**config.mk**
```make
export PLATFORM = sky130hd
export DESIGN_NAME = opb_simulink2opb_master
export DESIGN_NICKNAME = d
export VERILOG_FILES = /design/src/rtl/opb_simulink2opb_master.sv
export SDC_FILE = /design/constraint.sdc
export NUM_CORES = 1
export LEC_CHECK = 0
export ABC_AREA = 1
export CORE_MARGIN = 5
export CORE_UTILIZATION = 44
export CTS_CLUSTER_DIAMETER = 30
export DETAILED_ROUTE_END_ITERATION = 8
export PLACE_DENSITY = 0.95
export SLEW_MARGIN = 0
export SYNTH_ARGS = -nofsm -noshare
export SYNTH_HDL_FRONTEND = slang
export SYNTH_SLANG_ARGS = --single-unit
```
**constraint.sdc**
```tcl
create_clock -name OPB_Clk -period 1.75 [get_ports OPB_Clk]
set_input_delay 0.175 -clock OPB_Clk [delete_from_list [all_inputs] [get_ports OPB_Clk]]
set_output_delay 0.175 -clock OPB_Clk [all_outputs]
set_load 0.01 [all_outputs]
```
**src/rtl/opb_simulink2opb_master.sv**
```systemverilog
// Single-outstanding OPB word master: valid/ready request in, one-cycle response out (3 cycles best case).
// No response backpressure. `OPB_MASTER_WATCHDOG_EN adds a local transfer watchdog.
module opb_simulink2opb_master #(
  parameter int C_OPB_AWIDTH  = 32,
  parameter int C_OPB_DWIDTH  = 32,
  parameter int C_MAX_RETRY   = 4,
  parameter int C_WDOG_CYCLES = 255
) (
  input  logic                      OPB_Clk,
  input  logic                      OPB_Rst_n,
  output logic                      M_request,
  output logic                      M_select,
  output logic [0:C_OPB_AWIDTH-1]   M_ABus,
  output logic [0:C_OPB_DWIDTH/8-1] M_BE,
  output logic [0:C_OPB_DWIDTH-1]   M_DBus,
  output logic                      M_RNW,
  output logic                      M_seqAddr,
  output logic                      M_busLock,
  input  logic                      OPB_MGrant,
  input  logic [0:C_OPB_DWIDTH-1]   OPB_DBus,
  input  logic                      OPB_xferAck,
  input  logic                      OPB_errAck,
  input  logic                      OPB_retry,
  input  logic                      OPB_timeout,
  input  logic                      req_valid,
  output logic                      req_ready,
  input  logic                      req_rnw,
  input  logic [C_OPB_AWIDTH-1:0]   req_addr,
  input  logic [C_OPB_DWIDTH-1:0]   req_wdata,
  output logic                      rsp_valid,
  output logic [C_OPB_DWIDTH-1:0]   rsp_rdata,
  output logic [1:0]                rsp_status
);

  typedef enum logic [1:0] {S_IDLE, S_REQ, S_XFER, S_DONE} state_t;

  localparam logic [3:0] LP_MAX_RETRY = 4'(C_MAX_RETRY);

  state_t                    r_state;
  state_t                    w_next;
  logic                      r_rnw;
  logic [C_OPB_AWIDTH-1:0]   r_addr;
  logic [C_OPB_DWIDTH-1:0]   r_wdata;
  logic [C_OPB_DWIDTH-1:0]   r_rdata;
  logic [1:0]                r_status;
  logic [3:0]                r_retry;
  logic                      w_accept;
  logic                      w_finish;
  logic                      w_retry_again;
  logic [1:0]                w_status;
  logic [C_OPB_DWIDTH-1:0]   w_rdata;
  logic                      w_wdog_hit;
  logic                      w_sel;

`ifdef OPB_MASTER_WATCHDOG_EN
  logic [15:0] r_wdog;

  // Held at zero outside XFER, so every entry into XFER (including after a retry) restarts it.
  always_ff @(posedge OPB_Clk or negedge OPB_Rst_n) begin
    if (!OPB_Rst_n)             r_wdog <= '0;
    else if (r_state != S_XFER) r_wdog <= '0;
    else                        r_wdog <= r_wdog + 16'd1;
  end

  assign w_wdog_hit = (r_state == S_XFER) && (r_wdog == 16'(C_WDOG_CYCLES - 1));
`else
  assign w_wdog_hit = 1'b0;
`endif

  always_ff @(posedge OPB_Clk or negedge OPB_Rst_n) begin
    if (!OPB_Rst_n) r_state <= S_IDLE;
    else            r_state <= w_next;
  end

  always_comb begin
    w_next        = r_state;
    w_accept      = 1'b0;
    w_finish      = 1'b0;
    w_retry_again = 1'b0;
    w_status      = 2'b00;
    w_rdata       = '0;
    case (r_state)
      S_IDLE: begin
        if (req_valid) begin
          w_accept = 1'b1;
          w_next   = S_REQ;
        end
      end
      S_REQ: begin
        if (OPB_MGrant) w_next = S_XFER;
      end
      S_XFER: begin
        // Termination priority: errAck > xferAck > retry > timeout/watchdog.
        if (OPB_errAck) begin
          w_finish = 1'b1;
          w_status = 2'b01;
        end else if (OPB_xferAck) begin
          w_finish = 1'b1;
          w_status = 2'b00;
          if (r_rnw) w_rdata = OPB_DBus;
        end else if (OPB_retry) begin
          if (r_retry < LP_MAX_RETRY) begin
            w_retry_again = 1'b1;
          end else begin
            w_finish = 1'b1;
            w_status = 2'b11;
          end
        end else if (OPB_timeout || w_wdog_hit) begin
          w_finish = 1'b1;
          w_status = 2'b10;
        end
        if (w_finish)           w_next = S_DONE;
        else if (w_retry_again) w_next = S_REQ;
      end
      S_DONE:  w_next = S_IDLE;
      default: w_next = S_IDLE;
    endcase
  end

  always_ff @(posedge OPB_Clk or negedge OPB_Rst_n) begin
    if (!OPB_Rst_n) begin
      r_rnw    <= 1'b0;
      r_addr   <= '0;
      r_wdata  <= '0;
      r_rdata  <= '0;
      r_status <= 2'b00;
      r_retry  <= 4'd0;
    end else begin
      if (w_accept) begin
        r_rnw   <= req_rnw;
        r_addr  <= {req_addr[C_OPB_AWIDTH-1:2], 2'b00};
        r_wdata <= req_wdata;
        r_retry <= 4'd0;
      end
      if (w_retry_again) r_retry <= r_retry + 4'd1;
      if (w_finish) begin
        r_status <= w_status;
        r_rdata  <= w_rdata;
      end
    end
  end

  // Bus outputs decode straight from the state register so they are gated to zero
  // the moment select drops, including on asynchronous reset.
  assign w_sel      = (r_state == S_XFER);
  assign M_request  = (r_state == S_REQ);
  assign M_select   = w_sel;
  assign M_ABus     = w_sel ? r_addr : '0;
  assign M_BE       = w_sel ? '1 : '0;
  assign M_DBus     = (w_sel && !r_rnw) ? r_wdata : '0;
  assign M_RNW      = w_sel & r_rnw;
  assign M_seqAddr  = 1'b0;
  assign M_busLock  = 1'b0;
  assign req_ready  = (r_state == S_IDLE) & OPB_Rst_n;
  assign rsp_valid  = (r_state == S_DONE);
  assign rsp_rdata  = r_rdata;
  assign rsp_status = r_status;

endmodule
```
After elaboration in Yosys (flattened, before gate mapping)
Index checks and enable logic that the tools add are counted.

Bits in registers: 103. Logic and storage cells: 57.

Equal/unequal tests: 6. Order comparisons: 1. Multiplexer cells: 35. Reduce and logical (&&, ||, !) cells: 5. Bitwise logic cells: 2. $add $sub $neg: 1.

Operators by type and width (count): $mux W32 (6); $mux W2 (10); $mux W1 (15); $mux W4 (3); $pmux W2 S4 (1); $add A4 B1 Y4 const B (1); $eq A2 B2 Y1 const B (2); $lt A4 B3 Y1 const B (1); $ne A3 B1 Y1 const B (1); $reduce_and A3 Y1 (1); $and A1 B1 Y1 (2); $eq A2 B1 Y1 const B (1); $logic_not A2 Y1 (1); $ne A2 B1 Y1 const B (1); $ne A2 B2 Y1 const B (1); $reduce_bool A2 Y1 (1); $logic_and A1 B1 Y1 (1); $logic_not A1 Y1 (1).

Longest topological paths before layout
Gate-level depths: netlist of run 1.

Word-level depth: 9. Mapped depth: 8.

Worst setup path before layout of run 1
No wires, ideal clock.

Kind: register -> output. Start: reg r_state[0]. End: out M_DBus[10] (netlist name). Arrival time: 1.111 ns. Stages on the path, launching flop included: 7. Buffers on the path: 1. Setup slack: 0.464 ns. Cells stage by stage: dfrtp_1 -> inv_1 -> nand2_2 -> inv_4 -> nand2_1 -> buf_2 -> nor2_1.

Cells in the longest elaborated chain, start to end: 3.

RTL lines: start: declaration (line 39) `state_t r_state;`; start signal: assignment (line 72) `else r_state <= w_next;`; $eq A2 B2 Y1 (line 145) `assign w_sel = (r_state == S_XFER);`; $logic_and A1 B1 Y1 (line 150) `assign M_DBus = (w_sel && !r_rnw) ? r_wdata : '0;`; $mux W32 (line 150); end: declaration (line 15) `output logic [0:C_OPB_DWIDTH-1] M_DBus,`.

No other way between the ends.

Worst setup path in the final report of run 1
Start: reg r_state[0]. End: out M_RNW.

Cells in the longest elaborated chain, start to end: 2.

RTL lines: $eq A2 B2 Y1 (line 145); $and A1 B1 Y1 (line 151) `assign M_RNW = w_sel & r_rnw;`; end: declaration (line 16) `output logic M_RNW,`.

No other way between the ends.

==> run metrics, run 1 <==
status=finished, final reports clean; Hold Crit Class=in2reg; R2R depth=8; I/O pin count=214; yosys warns=0; worst r2r src=r_retry[2]; antenna violations before repair=0; crit path kind=reg2out; Yosys top cell by area=dfrtp_1; post-synthesis sequential area ratio=a little under three fifths; Post-synth EDFFs=0; crit path time final=1.650 ns; fin nets=855; antenna cells=0; Peak Freq=0.6062 GHz; Final Worst Setup Slack=0.1003 ns; crit start category=flop; PD cells=between 1000 and 1500 nW/um^2; ys flop type=dfrtp_1; fraction of layout cells with a size suffix above 1=11.94%; via count of the first global-routing pass=4,211; via count=4,212; most frequent cell after synthesis=nor2_1; gpl congestion=0.8292; final setup violation count=0; Worst Hold Endpoint=rsp_rdata[31]; Worst-path clk slew=about 0.090 ns; Avg Cell Area, Syn=8.331 sq um; largest net degree at the start of global routing=104; drt wl/cell=about 14 microns; fillers=approximately 830; Final HPWL DP=9.254 mm; slew margin rel.=roughly 64%; CP max FO=12; RR Endpoint=rsp_rdata[19]; pre-CTS setup slack=-0.01477 ns; clock skew=0.01102 ns; later-pin clock latency in the skew report=around 0.36 ns; Remaining DRCs=0; largest cells by area after synthesis=dfrtp_1 57%, nor2_1 11%, a21oi_1 7.1%, nand2_1 6.6%, inv_1 6.2%; Die Y=between 100 and 150 microns; post-synth top area share=57.08%; ys async rst share=100.0%; maximum VDD drop=just under 0.0007 V; Synth Register Bits=between 100 and 150; ANT nets after route=0; Die W=111.3 microns; dpl cells=870; Core ar.=10,180 sq um; static leakage=3.787 nW; Least-Margin Pin Slew=0.5393 ns; Final Max Tran Viols=0; max_cap viols=0; Worst EP required=1.57 ns; compound-cell area share of the yosys netlist=7.980%; Initial Util=44.34%; CTS max path bufs=2; Synth Area in XOR/XNOR=0.1940%; number of port buffers=207; GR Overflow Total=0; Hold Startpoint=OPB_DBus[0]; global-route wire length before repair=about 20 mm; part of the cycle the worst path needs=94.27%; post-synthesis adder-cell area fraction=less than 1%; H-Tree Depth=3; Vias/cell=4.733; mux cell area share after synthesis=0%; CTS tree=yes; row count=37; r2r setup slk=0.31 ns; Synth cell types=22; clk root buf=clkbuf_8; Mapped Area=roughly 4500 sq um; Critical Path End Type=output port; Sink Count=103; setup_tns=0 ns; largest family of logic cells by synthesized area=simple AND/OR/NAND/NOR gates; 1st-pass router iterations=4; WL final=roughly 13 mm; worst-case hold slack=0.3728 ns; hold path depth=3; Synth top cells by count=134 x nor2_1, 103 x dfrtp_1, 79 x nand2_1, 75 x inv_1, 64 x a21oi_1; die area=12,390 sq um; Total GRT Usage=20.16%; synth-to-layout area growth=52.54%; Hold Vio Cnt, Final=0; 1st-iter DRT viols=approximately 210; arrival time at the worst endpoint=around 1.5 ns; final std cells w/o fill=890; simple-gate area share of the yosys netlist=22.55%; clock buffer count from CTS=9; Synth Instances=542
how the worst max path moves through the flow:
| stage | slack [ns] | to | cells after the start | start |
|---|---|---|---|---|
| final | 0.10 | M_RNW | 5 | r_state[0] |
| after global routing | -0.0003 | M_ABus[29] | 5 | r_state[0] |
| after CTS | -0.21 | M_ABus[20] | 5 | r_state[0] |
| after detailed placement | -0.01 | M_DBus[29] | 7 | r_state[0] |
| after global placement | 0.09 | M_DBus[20] | 7 | r_state[0] |
| after floorplan | 0.46 | M_DBus[10] | 6 | r_state[0] |
kinds of logic (layout without fill, tap and decap cells):
| kind of cell | count (synthesis) | after routing |
|---|---|---|
| compound gates | 71 | 71 |
| xor+xnor | 1 | 1 |
| fa+ha+maj | 1 | 1 |
| buf+inv | 112 | 321 |
| flops | 103 | 103 |
| other cells | 1 | 4 |
| simple gates | 253 | 253 |
cells in the final DEF, fill, tap and decap left out, types with 13 or more instances in the layout:
| master | instances |
|---|---|
| dfrtp_1 | 103 |
| clkdlybuf4s50_1 | 135 |
| buf_4 | 13 |
| a21oi_1 | 64 |
| nor2_1 | 128 |
| dlygate4sd2_1 | 27 |
| nand2_1 | 78 |
| buf_2 | 32 |
| inv_1 | 74 |
| nand3_1 | 32 |
flip-flops by register name, indices dropped and copies added (netlist names):
name / flops
r_addr: 30
r_retry: 4
r_rnw: 1
r_state: 2
r_wdata: 32
rsp_rdata: 32
rsp_status: 2
critical path, stage by stage, from the launching register on:
cell and delay [ns]:
dfrtp_1 0.40, inv_2 0.07, nand2_2 0.08, buf_4 0.21
nor2_1 0.10, clkdlybuf4s15_1 0.27
layout make-up:
| class | count | area, sq um | area share [%] |
|---|---|---|---|
| Clock buffer | 11 | 141.4 | 2.053 |
| Clock inverter | 5 | 105.1 | 1.526 |
| Inverter | 76 | 287.8 | 4.178 |
| Multi-Input combinational cell | 330 | 1449 | 21.04 |
| Sequential cell | 103 | 2577 | 37.42 |
| Tap cell | 136 | 170.2 | 2.470 |
| Timing Repair Buffer | 229 | 2157 | 31.32 |
timing repair:
item | CTS | global route
hold buffers | 1 | 0
resized for setup | 168 | 22
hold endpoints to repair | 103 | 0
gates cloned | 2 | 0
setup endpoints to repair | 70 | 31
setup buffers | 0 | 1
where the power goes:
group	switching (W)	internal, W
combinational	0.00254	0.00217
clock	0.000790	0.000990
sequential	0.000401	0.00343
through the flow:
stage / cell area, sq um / total power [W] / util, %
floorplan: 4527 / 0.006285 / -
global placement: 6741 / 0.008580 / 66.19
detailed placement: 6741 / 0.008776 / 66.19
CTS: 6864 / 0.01040 / 67.40
global route: 6888 / 0.01104 / 67.63
finish: 6888 / 0.01033 / 67.63
layer usage:
metal,global-route usage (%),share of wire (%),vias up
met1,24.01,40,1983
met4,8.273,2.9,0
li1,-,-,2041
met5,0,0,-
met2,34.26,50,157
met3,5.895,7.6,31
Note: power is estimated with default switching activity, not from simulation.
==> run 2: changes to the inputs <==
--- a/config.mk
+++ b/config.mk
@@ -11,4 +11,5 @@
 export CTS_CLUSTER_DIAMETER = 30
 export DETAILED_ROUTE_END_ITERATION = 8
+export HOLD_SLACK_MARGIN = 0.06
 export PLACE_DENSITY = 0.95
 export SLEW_MARGIN = 0
==> constraint.sdc (replaced) <==
create_clock -name OPB_Clk -period 1.75 [get_ports OPB_Clk]
set_input_delay 0.175 -clock OPB_Clk [delete_from_list [all_inputs] [get_ports OPB_Clk]]
set_output_delay 0.175 -clock OPB_Clk [all_outputs]
set_load 0.1 [all_outputs]
==> run metrics, run 2 (synthesis results as in run 1) <==
M1 GR Usage=26.56%; max incr delay on CP=0.40 ns; antenna violations before repair=0; via count=4,360; RSZ-0062 raised after global routing=yes; row count=37; slew margin rel.=63.68%; arrival time at the worst endpoint=1.59 ns; dpl cell area=7582 sq um; CTS tree=yes; synth-to-layout area growth=79.86%; Die Y=111.3 microns; clk root buf=clkbuf_8; crit path time final=around 1.8 ns; most used routing layer=met2; gpl congestion=0.8302; fin nets=850; most frequent cells in the layout=102 x dfrtp_1, 101 x clkdlybuf4s50_1, 79 x buf_12; Initial Util=44.34%; M3 GR Usage=around 6.5%; max_cap viols=0; status=finished, violations left; Least-Margin Pin Slew=0.5448 ns; die area=12,390 sq um; number of port buffers=207; Worst-path clk slew=0.10 ns; failing checks=negative setup slack; Critical Path End Type=output port; fraction of layout cells with a size suffix above 1=about 29%; antenna cells=0; fillers=571; Final Max Tran Viols=0; commonest non-fill, non-tap cell in the layout=dfrtp_1; multi-input logic area=1861 sq um; I/O pin count=214; clock buffer count from CTS=9; CP max FO=8; Total GRT Usage=24.77%; Sink Count=103; Die W=111.3 microns; CTS max path bufs=2; ANT nets after route=0; clock skew=0.01063 ns; Hold Crit Class=in2reg; H-Tree Depth=3; Final HPWL DP=10.72 mm; WL final=14.87 mm; cell breakdown of the critical path=inv_2, nand2_4, inv_6, nand2_8, buf_16, nor2_4, buf_12; GR Overflow Total=0; 1st-pass router iterations=4; Slowest-stage cell, CP=dfrtp_1; crit path kind=reg2out; part of the cycle the worst path needs=101.1%; global-route wire length before repair=24.57 mm; final setup violation count=6; Storage cell area=2579 sq um; Final Instance Area=approximately 8100 sq um; Remaining DRCs=0; crit start category=flop; drt wl/cell=16.80 microns; Hold Vio Cnt, Final=0; Vias/cell=about 5; Final Worst Setup Slack=-0.01961 ns; Peak Freq=0.5651 GHz; via count of the first global-routing pass=4,783; largest net degree at the start of global routing=roughly 100; Worst EP required=between 1.5 and 2 ns; later-pin clock latency in the skew report=0.37 ns; met2 Use GR=a little under half; 1st-iter DRT viols=257; Core ar.=10,180 sq um
[run 2: layer usage]
layer	vias up	wire, microns
met5	-	0
met4	0	530
met3	37	1033
met2	170	8139
met1	2109	5167
li1	2044	-
[run 2: final cells by class]
class                           count  area share, %
Inverter                           76          3.574
Multi-Input combinational cell    330          22.91
Clock inverter                      6          1.340
Sequential cell                   103          31.75
Tap cell                          136          2.095
Timing Repair Buffer              224          36.76
Clock buffer                       10          1.571
[run 2: critical path, delay by kind of cell (launching register included)]
kind,cells,cell delay [ns]
DFF,1,0.40
and+or+nand+nor,3,0.29
buffers and inverters,4,0.52
[run 2: timing repair]
| action | in CTS | in global routing |
|---|---|---|
| cloned | 3 | 0 |
| hold buffers | 1 | 0 |
| endpoints found under the setup margin | 63 | 50 |
| gates resized for setup | 43 | 2 |
| pin swaps | 3 | 3 |
| endpoints found under the hold margin | 103 | 0 |
| setup buffers | 2 | 0 |
[run 2: per-stage QoR]
step	hold WS, ns	setup TNS (ns)	setup WS [ns]	instances	util (%)
finish	0.3619	-0.04254	-0.01961	885	79.74
global route	0.3547	-2.773	-0.08942	885	79.74
CTS	0.3462	-0.8231	-0.06541	885	79.64
detailed placement	0.2940	0	0.01868	863	74.45
global placement	0.2903	0	0.1199	863	74.45
floorplan	-0.1206	-12.03	-0.2767	545	-
[run 2: worst paths after layout]
kind                                   start  cells after the start  slack, ns       endpoint
worst min-delay path            OPB_DBus[20]                      3       0.36  rsp_rdata[11]
worst max register to register    r_state[0]                      8       0.28     r_retry[0]
min in group asynchronous          OPB_Rst_n                      3       0.42  rsp_rdata[21]
max in group asynchronous          OPB_Rst_n                      3       0.91   rsp_rdata[3]
worst min register to register  rsp_rdata[3]                      2       0.48   rsp_rdata[3]
worst max-delay path              r_state[0]                      7      -0.02     M_DBus[28]
Power of run 2 is not shown: default switching activity piles up to over one toggle a cycle in this logic, so the estimate is an artifact.
